==> config.mk <==
export PLATFORM = sky130hd
export DESIGN_NAME = bp_be_cmd_pair_stager
export DESIGN_NICKNAME = d
export VERILOG_FILES = /design/src/rtl/bp_be_pkg.sv /design/src/rtl/bp_be_cmd_squash_filter.sv /design/src/rtl/bp_be_cmd_pair_stager.sv
export SDC_FILE = /design/constraint.sdc
export NUM_CORES = 1
export LEC_CHECK = 0
export CORE_ASPECT_RATIO = 1.1
export CORE_MARGIN = 4
export CORE_UTILIZATION = 42
export CTS_BUF_LIST = sky130_fd_sc_hd__clkbuf_2
export CTS_CLUSTER_DIAMETER = 60
export CTS_CLUSTER_SIZE = 40
export DETAILED_ROUTE_END_ITERATION = 10
export PLACE_DENSITY_LB_ADDON = 0.3
export SLEW_MARGIN = 20
export SYNTH_ARGS = -nofsm -noshare
export SYNTH_HDL_FRONTEND = slang
export SYNTH_SLANG_ARGS = --single-unit
==> constraint.sdc <==
create_clock -name clk_i -period 2.9 [get_ports clk_i]
set_input_delay 0.87 -clock clk_i [delete_from_list [all_inputs] [get_ports clk_i]]
set_output_delay 0.87 -clock clk_i [all_outputs]
set_load 0.03 [all_outputs]
==> src/rtl/bp_be_pkg.sv <==
// Backend shared types: processor configs, fe_cmd opcodes and layout, and the
// state encoding of the commit-to-cmd-queue pair stager.
package bp_be_pkg;

  typedef enum logic [1:0] {
    e_bp_default_cfg = 2'd0,
    e_bp_sv48_cfg    = 2'd1
  } bp_params_e;

  typedef enum logic [2:0] {
    e_op_state_reset          = 3'd0,
    e_op_pc_redirection       = 3'd1,
    e_op_icache_fill_response = 3'd2,
    e_op_icache_fence         = 3'd3,
    e_op_attaches             = 3'd4,
    e_op_itlb_fill_response   = 3'd5,
    e_op_itlb_fence           = 3'd6,
    e_op_wait                 = 3'd7
  } bp_fe_command_queue_opcodes_e;

  localparam int fe_cmd_opcode_width_gp   = 3;
  localparam int fe_cmd_operands_width_gp = 32;

  function automatic int bp_vaddr_width(bp_params_e cfg);
    return (cfg == e_bp_sv48_cfg) ? 48 : 39;
  endfunction

  function automatic int bp_fe_cmd_width(bp_params_e cfg);
    return fe_cmd_operands_width_gp + bp_vaddr_width(cfg) + fe_cmd_opcode_width_gp;
  endfunction

  // Default-config layout; the opcode always occupies the low bits in every config
  typedef struct packed {
    logic [fe_cmd_operands_width_gp-1:0] operands;
    logic [38:0]                         pc;
    bp_fe_command_queue_opcodes_e        opcode;
  } bp_fe_cmd_s;

  // A redirect or itlb fill makes anything younger in the same commit stale
  function automatic logic bp_fe_cmd_squashes_younger(bp_fe_command_queue_opcodes_e op);
    return (op == e_op_pc_redirection) || (op == e_op_itlb_fill_response);
  endfunction

  typedef enum logic [1:0] {
    e_stg_empty = 2'd0,
    e_stg_one   = 2'd1,
    e_stg_two   = 2'd2
  } bp_be_cmd_stager_state_e;

endpackage

==> src/rtl/bp_be_cmd_squash_filter.sv <==
// Combinational front of the stager: how many of the committed pair survive,
// which one becomes head, and whether the younger one is dropped.
module bp_be_cmd_squash_filter
  import bp_be_pkg::*;
#(parameter int fe_cmd_width_p = 74)
 (input  logic [fe_cmd_width_p-1:0] cmd0_i
  , input  logic [fe_cmd_width_p-1:0] cmd1_i
  , input  logic                      cmd0_v_i
  , input  logic                      cmd1_v_i
  , output logic [1:0]                cnt_o
  , output logic [fe_cmd_width_p-1:0] head_o
  , output logic [fe_cmd_width_p-1:0] tail_o
  , output logic                      drop_o
  );

  bp_fe_command_queue_opcodes_e op0;
  assign op0    = bp_fe_command_queue_opcodes_e'(cmd0_i[fe_cmd_opcode_width_gp-1:0]);
  assign drop_o = cmd0_v_i & cmd1_v_i & bp_fe_cmd_squashes_younger(op0);

  always_comb begin
    cnt_o  = 2'd0;
    head_o = cmd0_v_i ? cmd0_i : cmd1_i;
    tail_o = cmd1_i;
    if (cmd0_v_i & cmd1_v_i & ~drop_o)
      cnt_o = 2'd2;
    else if (cmd0_v_i | cmd1_v_i)
      cnt_o = 2'd1;
  end

endmodule

==> src/rtl/bp_be_cmd_pair_stager.sv <==
// Stages up to two committed fe_cmd packets per cycle into the two cmd-queue
// enqueue ports, oldest first. Optional perf counters: BP_BE_CMD_STAGER_PERF_EN.
module bp_be_cmd_pair_stager
  import bp_be_pkg::*;
#(parameter bp_params_e bp_params_p = e_bp_default_cfg
  , localparam int fe_cmd_width_lp = bp_fe_cmd_width(bp_params_p))
 (input  logic                       clk_i
  , input  logic                       reset_i
  , input  logic [fe_cmd_width_lp-1:0] cmd0_i
  , input  logic [fe_cmd_width_lp-1:0] cmd1_i
  , input  logic                       cmd0_v_i
  , input  logic                       cmd1_v_i
  , output logic                       ready_o
  , output logic [fe_cmd_width_lp-1:0] fe_cmd_o
  , output logic [fe_cmd_width_lp-1:0] fe_cmd_o2
  , output logic                       fe_cmd_v_o
  , output logic                       fe_cmd_v_o2
  , input  logic                       fe_cmd_ready_i
  , input  logic                       fe_cmd_ready_i2
  , output logic                       squash_o
`ifdef BP_BE_CMD_STAGER_PERF_EN
  , output logic [15:0]                squash_cnt_o
  , output logic [15:0]                stall_cnt_o
`endif
  );

  bp_be_cmd_stager_state_e state_r, state_n;
  logic [fe_cmd_width_lp-1:0] head_r, tail_r, in_head, in_tail;
  logic [1:0] in_cnt;
  logic in_drop, rdy, load, shift;

  bp_be_cmd_squash_filter #(.fe_cmd_width_p(fe_cmd_width_lp)) filter
   (.cmd0_i  (cmd0_i)
    ,.cmd1_i  (cmd1_i)
    ,.cmd0_v_i(cmd0_v_i)
    ,.cmd1_v_i(cmd1_v_i)
    ,.cnt_o   (in_cnt)
    ,.head_o  (in_head)
    ,.tail_o  (in_tail)
    ,.drop_o  (in_drop)
    );

  // Port 2 is only ever taken together with port 1; a lone port-2 ready is ignored
  always_comb begin
    state_n = state_r;
    rdy     = 1'b0;
    shift   = 1'b0;
    unique case (state_r)
      e_stg_empty: rdy = 1'b1;
      e_stg_one:   rdy = fe_cmd_ready_i;
      e_stg_two: begin
        rdy = fe_cmd_ready_i & fe_cmd_ready_i2;
        if (fe_cmd_ready_i & ~fe_cmd_ready_i2) begin
          state_n = e_stg_one;
          shift   = 1'b1;
        end
      end
      default: state_n = e_stg_empty;
    endcase
    if (rdy) begin
      unique case (in_cnt)
        2'd2:    state_n = e_stg_two;
        2'd1:    state_n = e_stg_one;
        default: state_n = e_stg_empty;
      endcase
    end
  end

  assign ready_o     = rdy & reset_i;
  assign load        = ready_o & (cmd0_v_i | cmd1_v_i);
  assign squash_o    = ready_o & in_drop;
  assign fe_cmd_o    = head_r;
  assign fe_cmd_o2   = tail_r;
  assign fe_cmd_v_o  = (state_r != e_stg_empty);
  assign fe_cmd_v_o2 = (state_r == e_stg_two);

  always_ff @(posedge clk_i or negedge reset_i)
    if (!reset_i) state_r <= e_stg_empty;
    else          state_r <= state_n;

  always_ff @(posedge clk_i)
    if (load) begin
      head_r <= in_head;
      tail_r <= in_tail;
    end else if (shift) begin
      head_r <= tail_r;
    end

`ifdef BP_BE_CMD_STAGER_PERF_EN
  always_ff @(posedge clk_i or negedge reset_i)
    if (!reset_i) begin
      squash_cnt_o <= '0;
      stall_cnt_o  <= '0;
    end else begin
      if (squash_o && squash_cnt_o != 16'hFFFF)
        squash_cnt_o <= squash_cnt_o + 16'd1;
      if ((cmd0_v_i | cmd1_v_i) && !ready_o && stall_cnt_o != 16'hFFFF)
        stall_cnt_o <= stall_cnt_o + 16'd1;
    end
`endif

endmodule

# Word level (Yosys, flattened, before mapping)
# Cells that the tools add are included.
dict set report totals {
  reg_bits 150
  latchBits 0
  ramBits 0
  mem_bits_ro 0
  in_bits 154
  out_inout_bits 152
  n_memories 0
}
dict set report op_classes {
  n_addsub 0
  n_mul 0
  div 0
  n_lt_le_gt_ge 0
  n_eq_ne 8
  n_shift 0
  muxes 12
  n_bitwise 11
  n_reduce_logical 6
}
# operator n
set op_table {}
lappend op_table {{$mux W74} 3}
lappend op_table {{$and A1 B1 Y1} 8}
lappend op_table {{$pmux W2 S2} 2}
lappend op_table {{$mux W2} 3}
lappend op_table {{$eq A2 B1 Y1 const B} 2}
lappend op_table {{$eq A2 B2 Y1 const B} 2}
lappend op_table {{$reduce_bool A2 Y1} 2}
lappend op_table {{$eq A3 B1 Y1 const B} 1}
lappend op_table {{$eq A3 B3 Y1 const B} 1}
lappend op_table {{$mux W1} 3}
lappend op_table {{$ne A3 B1 Y1 const B} 1}
lappend op_table {{$pmux W1 S3} 1}
lappend op_table {{$logic_not A2 Y1} 1}
lappend op_table {{$ne A2 B1 Y1 const B} 1}
lappend op_table {{$not A1 Y1} 2}
lappend op_table {{$reduce_and A2 Y1} 1}
lappend op_table {{$reduce_or A2 Y1} 1}
lappend op_table {{$logic_or A1 B1 Y1} 1}
lappend op_table {{$or A1 B1 Y1} 1}

# Longest topological paths before layout
# Gate-level depths: netlist of the first run.
dict set report depth {
  depth_word 9
  depth_mapped 6
}

# Modules after synthesis
# Synthesis of the first run repeated with hierarchy kept, for this count alone.
dict set report hier_totals {
  hier_cells 412
  area_unflattened_um2 7308.3
}
# module instances cells_per_inst area_each_um2
set by_module_without_submodules {}
lappend by_module_without_submodules {bp_be_cmd_pair_stager 1 250 5671.7}
lappend by_module_without_submodules {bp_be_cmd_squash_filter 1 162 1636.6}

# Worst setup path before layout of the first run
# No wires, ideal clock.
dict set report synth_path {
  kind {input-to-reg}
  startpoint {input fe_cmd_ready_i2}
  endpoint {register head_r[0], in the netlist fe_cmd_o[0] (enable)}
  setup_ps 405
  t_arrival_ps 2626
  required_ps 2495
  setup_slack_ps -131
  path_stages 4
  n_path_buf 1
  path_cell_list {nand3b_1 -> a311oi_2 -> buf_2 -> a31o_2}
}
dict set report synth_via {
  elab_chain_len 5
}
# item line_no
set synth_lines {}
lappend synth_lines {{start: declaration} bp_be_cmd_pair_stager.sv:19} ;# , input logic fe_cmd_ready_i2
lappend synth_lines {{$and A1 B1 Y1 / $not A1 Y1 (equally long branches)} {bp_be_cmd_pair_stager.sv:52, bp_be_cmd_pair_stager.sv:53}}
lappend synth_lines {{$pmux W1 S3 / $and A1 B1 Y1 (equally long branches)} {bp_be_cmd_pair_stager.sv:48, bp_be_cmd_pair_stager.sv:53}}
lappend synth_lines {{$and A1 B1 Y1 / $mux W1 (equally long branches)} {bp_be_cmd_pair_stager.sv:69, bp_be_cmd_pair_stager.sv:53}}
lappend synth_lines {{$and A1 B1 Y1 / $mux W1 (equally long branches)} {bp_be_cmd_pair_stager.sv:70, bp_be_cmd_pair_stager.sv:48}}
lappend synth_lines {{$reduce_bool A2 Y1 (no line) *} -}
lappend synth_lines {{end signal: assignment} bp_be_cmd_pair_stager.sv:83} ;# head_r <= in_head;
lappend synth_lines {{end signal: assignment} bp_be_cmd_pair_stager.sv:86} ;# head_r <= tail_r;
lappend synth_lines {{end: declaration} bp_be_cmd_pair_stager.sv:28} ;# logic [fe_cmd_width_lp-1:0] head_r, tail_r, in_head, in_tail;
# Mark *: on every way between the ends. The rest lies on a longest branch, timed or not.
# A chain may end at the register's enable or synchronous reset.

# Worst setup path after layout of the first run
dict set report layout_path {
  startpoint {input reset_i}
  endpoint {output squash_o}
}
dict set report layout_via {
  elab_chain_len 2
}
# item line_no
set layout_lines {}
lappend layout_lines {{start: declaration} bp_be_cmd_pair_stager.sv:8} ;# , input logic reset_i
lappend layout_lines {{$and A1 B1 Y1} bp_be_cmd_pair_stager.sv:69} ;# assign ready_o = rdy & reset_i;
lappend layout_lines {{$and A1 B1 Y1} bp_be_cmd_pair_stager.sv:71} ;# assign squash_o = ready_o & in_drop;
lappend layout_lines {{end: declaration} bp_be_cmd_pair_stager.sv:20} ;# , output logic squash_o
# No other way between the ends.

==> results of run 1 <==
area by class of cell:
class                           instances  area [µm²]  area share
Antenna cell                            1        2.50    0.000246
Clock buffer                           18        90.1     0.00886
Multi-Input combinational cell        240        1560       0.153
Sequential cell                       150        4490       0.442
Tap cell                              192         240      0.0236
Clock inverter                         14         111      0.0110
Inverter                                3        11.3     0.00111
Timing Repair Buffer                  351        3660       0.360
power groups by stage:
stage | clock, mW | combinational (mW) | sequential (mW)
finish | 1.05 | 1.46 | 2.68
global placement | 0 | 1.31 | 2.72
detailed placement | 0 | 1.34 | 2.73
floorplan | 0 | 0.335 | 3.05
global route | 1.18 | 1.53 | 2.70
CTS | 1.09 | 1.36 | 2.68
state kept, by name, summed over array words and instances (netlist names):
register and count:
fe_cmd_o2 74, fe_cmd_o 74, state_r 2
logic make-up after synthesis:
| family | after synthesis | share of synthesized area |
|---|---|---|
| simple gates | 84 | 0.0553 |
| compound gates | 82 | 0.0705 |
| flops | 150 | 0.730 |
| buf+inv | 27 | 0.0238 |
| mux | 74 | 0.120 |
path summary, 6_finish.rpt:
| kind | start | to | cells after the start |
|---|---|---|---|
| max | reset_i | squash_o | 5 |
| min | reset_i | state_r[1] | 2 |
| max reg2reg | state_r[0] | fe_cmd_o[21] | 12 |
| min reg2reg | fe_cmd_o2[28] | fe_cmd_o[28] | 2 |
| max in group asynchronous | reset_i | state_r[0] | 2 |
| min in group clk_i | fe_cmd_o2[28] | fe_cmd_o[28] | 2 |
cell usage in the layout, fill, tap and decap left out, types with 2 or more instances in the layout:
master / count
clkinv_1: 2
nand2b_1: 2
clkbuf_16: 8
buf_12: 7
mux2i_1: 74
clkbuf_2: 18
a21oi_1: 75
clkdlybuf4s50_1: 298
dfrtp_1: 2
buf_4: 28
dlygate4sd2_1: 3
clkinvlp_4: 3
inv_1: 3
clkinv_2: 5
buf_6: 4
clkinv_4: 2
edfxtp_1: 148
nor2_1: 76
routing by layer:
layer / up-vias / GRT usage / part of all wire
met1: 2269 / 0.226 / 0.34
met5: - / 0 / 0.00095
met2: 216 / 0.374 / 0.55
li1: 2275 / - / -
met4: 2 / 0.105 / 0.034
met3: 47 / 0.0674 / 0.080
per-stage QoR:
stage,instances,cell area [µm²],util
finish,969,10200,0.707
CTS,956,9890,0.687
global placement,914,9600,0.667
detailed placement,914,9600,0.667
global route,969,10200,0.707
floorplan,417,6170,-
repair_timing:
item	4_1_cts	5_1_grt
setup endpoints to repair	4	115
gates cloned	0	10
gates resized for setup	9	9
buffers inserted	10	3
pin swaps	3	3
==> run metrics, run 1 <==
IO Pins=around 300; global-route wire length before repair=approximately 27 mm; Setup Skew=about 26 ps; syn_nets=~570; WL final=19.0 mm; power share of the clock group=0.202; yosys warns=0; crit path launch type=input port; Power Density=~510 nW/µm²; Worst-Margin Slew=~560 ps; number of synthesized flops with an enable pin=148; CTS H-tree lvls=4; antenna violations before repair=2; Initial Utilization=0.428; Placement Setup Slack=-96.0 ps; sw frac=0.304; nets@finish=approximately 900; clk buf depth=2; outcome=finished clean; most common cell in the netlist=edfxtp_1; Die Ht=approximately 130 µm; setup tns final=0 ps; layout cells sized above 1=0.111; relative slew slack=0.623; cts hold-fix bufs=0; FMAX=approximately 350 MHz; core footprint=approximately 14000 µm²; Internal=about 3.6 mW; drt first-iter violations=240; Net Sw Power=1.57 mW; Avg Inst Size Synth=14.8 µm²; vias per inst=4.96; CP Data Required Time=between 2000 and 2500 ps; distinct cell type count after synthesis=23; clock latency on the worst-skew pair=roughly 700 ps; Gate power share=0.281; CTS sink cnt=150; top cells by count, synth=edfxtp_1 (148), a21oi_1 (76), nor2_1 (76); FP Rows=between 40 and 50; CP bufs+invs=3; largest net degree at the start of global routing=75; DIE AREA=16700 µm²; Fin Hold WS=about 440 ps; post-route ant nets=0; fin crit share=0.981; Hold Vio Cnt, Final=0; slowest CP cell=clkdlybuf4s50_1; Critical Setup Path Class=input port to output port; setup slack after layout=55.3 ps; crit-path cells=clkdlybuf4s50_1 > inv_1 > a31oi_4 > and4b_1 > buf_6; CP endpoint kind=output port; Reg clk slew, reported paths=roughly 190 ps; DR pass1 iterations=4; drt wl/cell=19.7 µm; Pleak=3.79 nW; Synth Instances=between 400 and 500; routability cong.=around 0.87; family with the most delay on the worst path=buffers and inverters; sequential-to-total area share from yosys stat=0.730; Max VDD drop=between 0.3 and 0.4 mV; overflow left after global routing=0; post-synth top area share=0.722; Flop pwr share=0.517; CTS Buf Count=17; chip width=around 120 µm; gr usage total=0.212; Reg2Reg Setup Slack=roughly 130 ps; root buffer cell=clkbuf_2; Max Cap Viol=0; Final Max Tran Viols=0; Period minus WS final=~2800 ps; largest area contributor in the synthesized netlist=edfxtp_1; asr flop ratio synth=0.0133; RSZ-0062 raised after global routing=yes; Seq cells post-synth=150; synth-to-layout area growth=65.2%; ys flop type=edfxtp_1; vias in the first global route=just under 5000; final setup vio count=0; count of input and output buffers=305; Hold Path Class=input port to async pin; Max stage delay on crit path=between 400 and 500 ps; mapped cell area=around 6200 µm²; critical path arrival=1970 ps; CP Max Fanout=2; top cells by area, synth=edfxtp_1 (72%), mux2i_1 (12%), a21oi_1 (6.2%), nor2_1 (4.6%), buf_2 (0.98%); # DRC=0; CTS tree=yes; total number of vias=around 4800; fillers=around 1000; hpwl dp=about 13 mm; total power=between 5 and 6 mW
Power figures use the tool's default switching activity.
==> inputs of run 2 (changes only) <==
--- a/config.mk
+++ b/config.mk
@@ -5,9 +5,11 @@
 export SDC_FILE = /design/constraint.sdc
 export NUM_CORES = 1
 export LEC_CHECK = 0
+export CELL_PAD_IN_SITES_DETAIL_PLACEMENT = 1
+export CELL_PAD_IN_SITES_GLOBAL_PLACEMENT = 1
 export CORE_ASPECT_RATIO = 1.1
 export CORE_MARGIN = 4
-export CORE_UTILIZATION = 42
+export CORE_UTILIZATION = 32
 export CTS_BUF_LIST = sky130_fd_sc_hd__clkbuf_2
 export CTS_CLUSTER_DIAMETER = 60
 export CTS_CLUSTER_SIZE = 40
==> run metrics, run 2 (synthesis results as in run 1) <==
Net Sw Power=1.56 mW (-0.99%); vias in the first global route=5221 (+5.6%); clock latency on the worst-skew pair=680 ps (about the same); vias per inst=4.80 (-3.3%); CTS H-tree lvls=4 (unchanged); power share of the clock group=0.244 (+0.042); CP endpoint kind=output port; most common cell after layout, fill and taps aside=clkdlybuf4s50_1; Placement Setup Slack=-156 ps (-59.9 ps); relative slew slack=0.487 (-0.136); Max Cap Viol=0 (unchanged); RSZ-0062 raised after global routing=yes; IO Pins=306 (unchanged); CP Data Required Time=2030 ps (about the same); Hold Vio Cnt, Final=0 (unchanged); largest net degree at the start of global routing=64 (-15%); Internal=3.79 mW (+5.2%); antenna violations before repair=1 (-1); overflow left after global routing=0 (unchanged); post-route ant nets=0 (unchanged); DR pass1 iterations=4 (unchanged); Worst-Margin Slew=769 ps (+204 ps); slowest CP cell=clkdlybuf4s50_1; Reg clk slew, reported paths=240 ps (+50 ps); setup tns final=-146 ps (-146 ps); crit path launch type=input port; Critical Setup Path Class=input port to output port; nets@finish=893 (-2.6%); routability cong.=0.800 (-8.3%); Gate power share=0.255 (-0.026); count of input and output buffers=305 (unchanged); final setup vio count=2 (+2); clk buf depth=2 (unchanged); layout cells sized above 1=0.0813 (-0.0295); fin crit share=1.03 (+0.0494); critical path arrival=2120 ps (+150 ps); Fin Hold WS=417 ps (-18.1 ps); CTS sink cnt=150 (unchanged); CP Max Fanout=2 (unchanged); FMAX=335 MHz (-4.8%); Period minus WS final=2990 ps (+143 ps); Max stage delay on crit path=500 ps (+30 ps); CP bufs+invs=2 (-1); CTS tree=yes; core footprint=18700 µm² (+30%); Util after Layout=0.533 (-0.173); Pleak=3.65 nW (-3.7%); Die Ht=153 µm (+14%); Flop pwr share=0.501 (-0.016); CTS Buf Count=17 (unchanged); total number of vias=4771 (-0.79%); root buffer cell=clkbuf_2; setup slack after layout=-88.0 ps (-143 ps); synth-to-layout area growth=61.7%; Setup Skew=47.9 ps (+21.6 ps); Final Max Tran Viols=0 (unchanged); dpl cells=960 (+5.0%); sw frac=0.291 (-0.0127); outcome=finished with violations; Power Density=538 nW/µm² (+5.5%); global-route wire length before repair=29.9 mm (+13%); gr usage total=0.180 (-0.0322); Initial Utilization=0.330 (-0.0982); # DRC=0 (unchanged); chip width=140 µm (+14%); fillers=1904 (+90%); family with the most delay on the worst path=buffers and inverters; WL final=19.9 mm (+4.2%); drt wl/cell=20.0 µm (+1.6%); commonest cells after routing, fill and taps aside=clkdlybuf4s50_1 (299), edfxtp_1 (148), nor2_1 (76), a21oi_1 (76), mux2i_1 (74); Max VDD drop=0.285 mV (-7.5%); Hold Path Class=input port to async pin; crit-path cells=clkdlybuf4s50_1 > nand3b_1 > a31oi_4 > and4b_1 > buf_6; final std cells w/o fill=994 (+2.6%); DIE AREA=21500 µm² (+29%); FP Rows=52 (+13%); hpwl dp=15.0 mm (+13%); drt first-iter violations=262 (+9.2%); failing checks=negative setup slack
run 2: cell count changes in the layout (fill, tap and decap cells not counted), sizes merged:
cell,change
dlymetal6s2s,+1
buf,-16
bufinv,+3
clkinv,-5
clkdlybuf4s50,+1
inv,+1
clkinvlp,-1
dlygate4sd2,-3
clkbuf,-7
run 2: area by class of cell:
class	instances	area [µm²]	share of cell area
Timing Repair Buffer	327	3320	0.334
Clock buffer	18	90.1	0.00905
Tap cell	243	304	0.0305
Sequential cell	150	4500	0.452
Antenna cell	1	2.50	0.000251
Clock inverter	12	179	0.0180
Multi-Input combinational cell	240	1550	0.156
Inverter	3	11.3	0.00113
run 2: power groups by stage:
stage	sequential (mW)	combinational [mW]	clock, mW
6_report	2.68	1.36	1.31
5_1_grt	2.70	1.45	1.47
4_1_cts	2.68	1.37	1.37
3_5_place_dp	2.73	1.36	0
3_3_place_gp	2.72	1.33	0
2_1_floorplan	3.05	0.335	0
run 2: path summary, 6_finish.rpt:
path | slack [ps] | depth (start not counted) | from | end
setup / recovery | -90 | 5 | fe_cmd_ready_i2 | squash_o
hold reg to reg | 560 | 1 | state_r[1] | state_r[0]
hold / removal | 420 | 2 | reset_i | state_r[1]
max in group asynchronous | 2390 | 2 | reset_i | state_r[0]
setup reg to reg | 720 | 7 | state_r[0] | fe_cmd_o[15]
min in group clk_i | 560 | 1 | state_r[1] | state_r[0]
run 2: timing repair:
item,4_1_cts,5_1_grt
gates cloned,0,0
setup endpoints to repair,4,4
pin swaps,4,0
setup buffers,2,2
resized for setup,7,6
hold buffers,0,0
run 2: per-stage QoR:
| step | cell area, µm² | power [mW] |
|---|---|---|
| CTS | 9940 | 5.43 |
| global placement | 9640 | 4.05 |
| detailed placement | 9640 | 4.09 |
| global route | 9960 | 5.61 |
| floorplan | 6170 | 3.38 |
| finish | 9960 | 5.35 |
run 2: routing by layer:
metal | vias up | GRT usage | wire length, µm
met5 | - | 0 | 0
met4 | 0 | 0.0660 | 520
met3 | 26 | 0.0506 | 1340
met2 | 175 | 0.340 | 11200
met1 | 2355 | 0.187 | 6830
li1 | 2215 | - | -
==> inputs of run 3 (changes only) <==
==> constraint.sdc (replaced) <==
create_clock -name clk_i -period 3.35 [get_ports clk_i]
set_input_delay 1.005 -clock clk_i [delete_from_list [all_inputs] [get_ports clk_i]]
set_output_delay 1.005 -clock clk_i [all_outputs]
set_load 0.03 [all_outputs]
==> run metrics, run 3 (synthesis results as in run 1) <==
root buffer cell=clkbuf_2; vias per inst=4.72 (-1.7%); drt wl/cell=19.9 µm (-0.48%); final setup vio count=0 (-2); crit-path cells=clkdlybuf4s50_1 > nand3b_1 > a31oi_2 > and4b_1 > buf_4; cts hold-fix bufs=0 (unchanged); CTS tree=yes; synth-to-layout area growth=60.4%; CP Data Required Time=2340 ps (+310 ps); DP Area=9590 µm² (-0.53%); gr usage total=0.177 (-0.00234); CP Max Fanout=4 (+2); Max stage delay on crit path=560 ps (+60 ps); clock latency on the worst-skew pair=680 ps (about the same); layout cells sized above 1=0.0674 (-0.0139); routability cong.=0.813 (+1.6%); Reg2Reg Setup Slack=1180 ps (+460 ps); critical path arrival=2330 ps (+210 ps); vias in the first global route=5040 (-3.5%); core footprint=18700 µm² (unchanged); drt first-iter violations=203 (-23%); Finished Cell Area=9880 µm² (-0.80%); slowest CP cell=clkdlybuf4s50_1; worst reg2reg path depth=7 (unchanged); Final Max Tran Viols=0 (unchanged); Crit Reg-Reg Endpoint=fe_cmd_o[44]; hpwl dp=14.9 mm (-0.59%); total number of vias=4652 (-2.5%); largest net degree at the start of global routing=75 (+17%); family with the most delay on the worst path=buffers and inverters; post-route ant nets=0 (unchanged); CP endpoint kind=output port; GRT busiest layer=met2; Hold Vio Cnt, Final=0 (unchanged); global routing met1 resource utilization=0.191 (+0.00472); Critical Setup Path Class=input port to output port; # DRC=0 (unchanged); clk buf depth=2 (unchanged); chip width=140 µm (unchanged); CP bufs+invs=2 (unchanged); FP Rows=52 (unchanged); overflow left after global routing=0 (unchanged); Placement Setup Slack=53.3 ps (+209 ps); Initial Utilization=0.330 (unchanged); fin crit share=0.994; WL final=19.6 mm (-1.3%); Crit Reg-Reg Startpoint=state_r[0]; setup slack after layout=19.7 ps (+108 ps); met2 GRT Util=0.331 (-0.00912); Worst-Margin Slew=665 ps (-104 ps); IO Pins=306 (unchanged); Max Cap Viol=0 (unchanged); Period minus WS final=between 3000 and 4000 ps; Reg clk slew, reported paths=220 ps (-20 ps); Die Ht=153 µm (unchanged); commonest cells after routing, fill and taps aside=clkdlybuf4s50_1 (301), edfxtp_1 (148), nor2_1 (76), a21oi_1 (76), mux2i_1 (74); FMAX=~300 MHz; CTS sink cnt=150 (unchanged); CTS Buf Count=17 (unchanged); Hold Path Class=input port to async pin; total power=4.64 mW (-13%); Pleak=3.61 nW (-1.2%); DIE AREA=21500 µm² (unchanged); most common cell after layout, fill and taps aside=clkdlybuf4s50_1; DR pass1 iterations=6 (+2); antenna violations before repair=1 (unchanged); crit path launch type=input port; global-route wire length before repair=29.4 mm (-1.7%); count of input and output buffers=305 (unchanged); Setup Skew=32.5 ps (-15.4 ps); relative slew slack=0.557 (+0.0693); outcome=finished clean; nets@finish=884 (-1.0%); routing usage on met3=0.0528 (+0.00219); Max VDD drop=0.207 mV (-27%); Power Density=469 nW/µm² (-13%); CTS H-tree lvls=4 (unchanged)
-- run 3: changes by cell type in the layout (fill, tap and decap cells not counted), sizes merged --
cell,change
clkbuf,+1
clkdlybuf4s50,+2
clkdlybuf4s15,-1
clkinv,-2
clkinvlp,+2
inv,-1
buf,-9
-- run 3: final cells by class --
cell class,instances,area (µm²)
antenna,1,2.50
clock buffer,20,100
clock inverter,11,176
fill,1862,8800
inverter,3,11.3
multi-input combinational,240,1540
sequential,150,4490
tap,243,304
timing repair buffer,318,3250
-- run 3: worst max-delay path by stage --
stage / cells after the start / startpoint / slack (ps) / to
global route: 5 / fe_cmd_ready_i / -4 / squash_o
floorplan: 3 / fe_cmd_ready_i / 160 / squash_o
CTS: 2 / state_r[0] / 40 / fe_cmd_v_o2
detailed placement: 5 / fe_cmd_ready_i / 50 / squash_o
global placement: 5 / fe_cmd_ready_i / 120 / squash_o
finish: 5 / fe_cmd_ready_i / 20 / squash_o
-- run 3: repair_timing --
action,CTS,global route
buffers inserted,0,0
endpoints found under the setup margin,0,2
resized for setup,0,2
-- run 3: report_power, final --
group	total [mW]	switching (mW)	internal (mW)
sequential	2.32	0.0581	2.26
clock	1.16	0.660	0.498
combinational	1.16	0.638	0.518
total	4.64	1.36	3.28
-- run 3: stage by stage --
step           instances  TNS, ps   util  hold WS (ps)
2_1_floorplan        417        0      -           461
3_3_place_gp         954        0  0.513           481
3_5_place_dp         954        0  0.513           517
4_1_cts              985        0  0.528           344
5_1_grt              986    -4.42  0.529           328
6_report             986        0  0.529           456
-- run 3: layer usage --
| metal | share of wire | vias up |
|---|---|---|
| met5 | 0 | - |
| met4 | 0.018 | 0 |
| met3 | 0.067 | 21 |
| met2 | 0.56 | 165 |
| met1 | 0.36 | 2265 |
| li1 | - | 2201 |
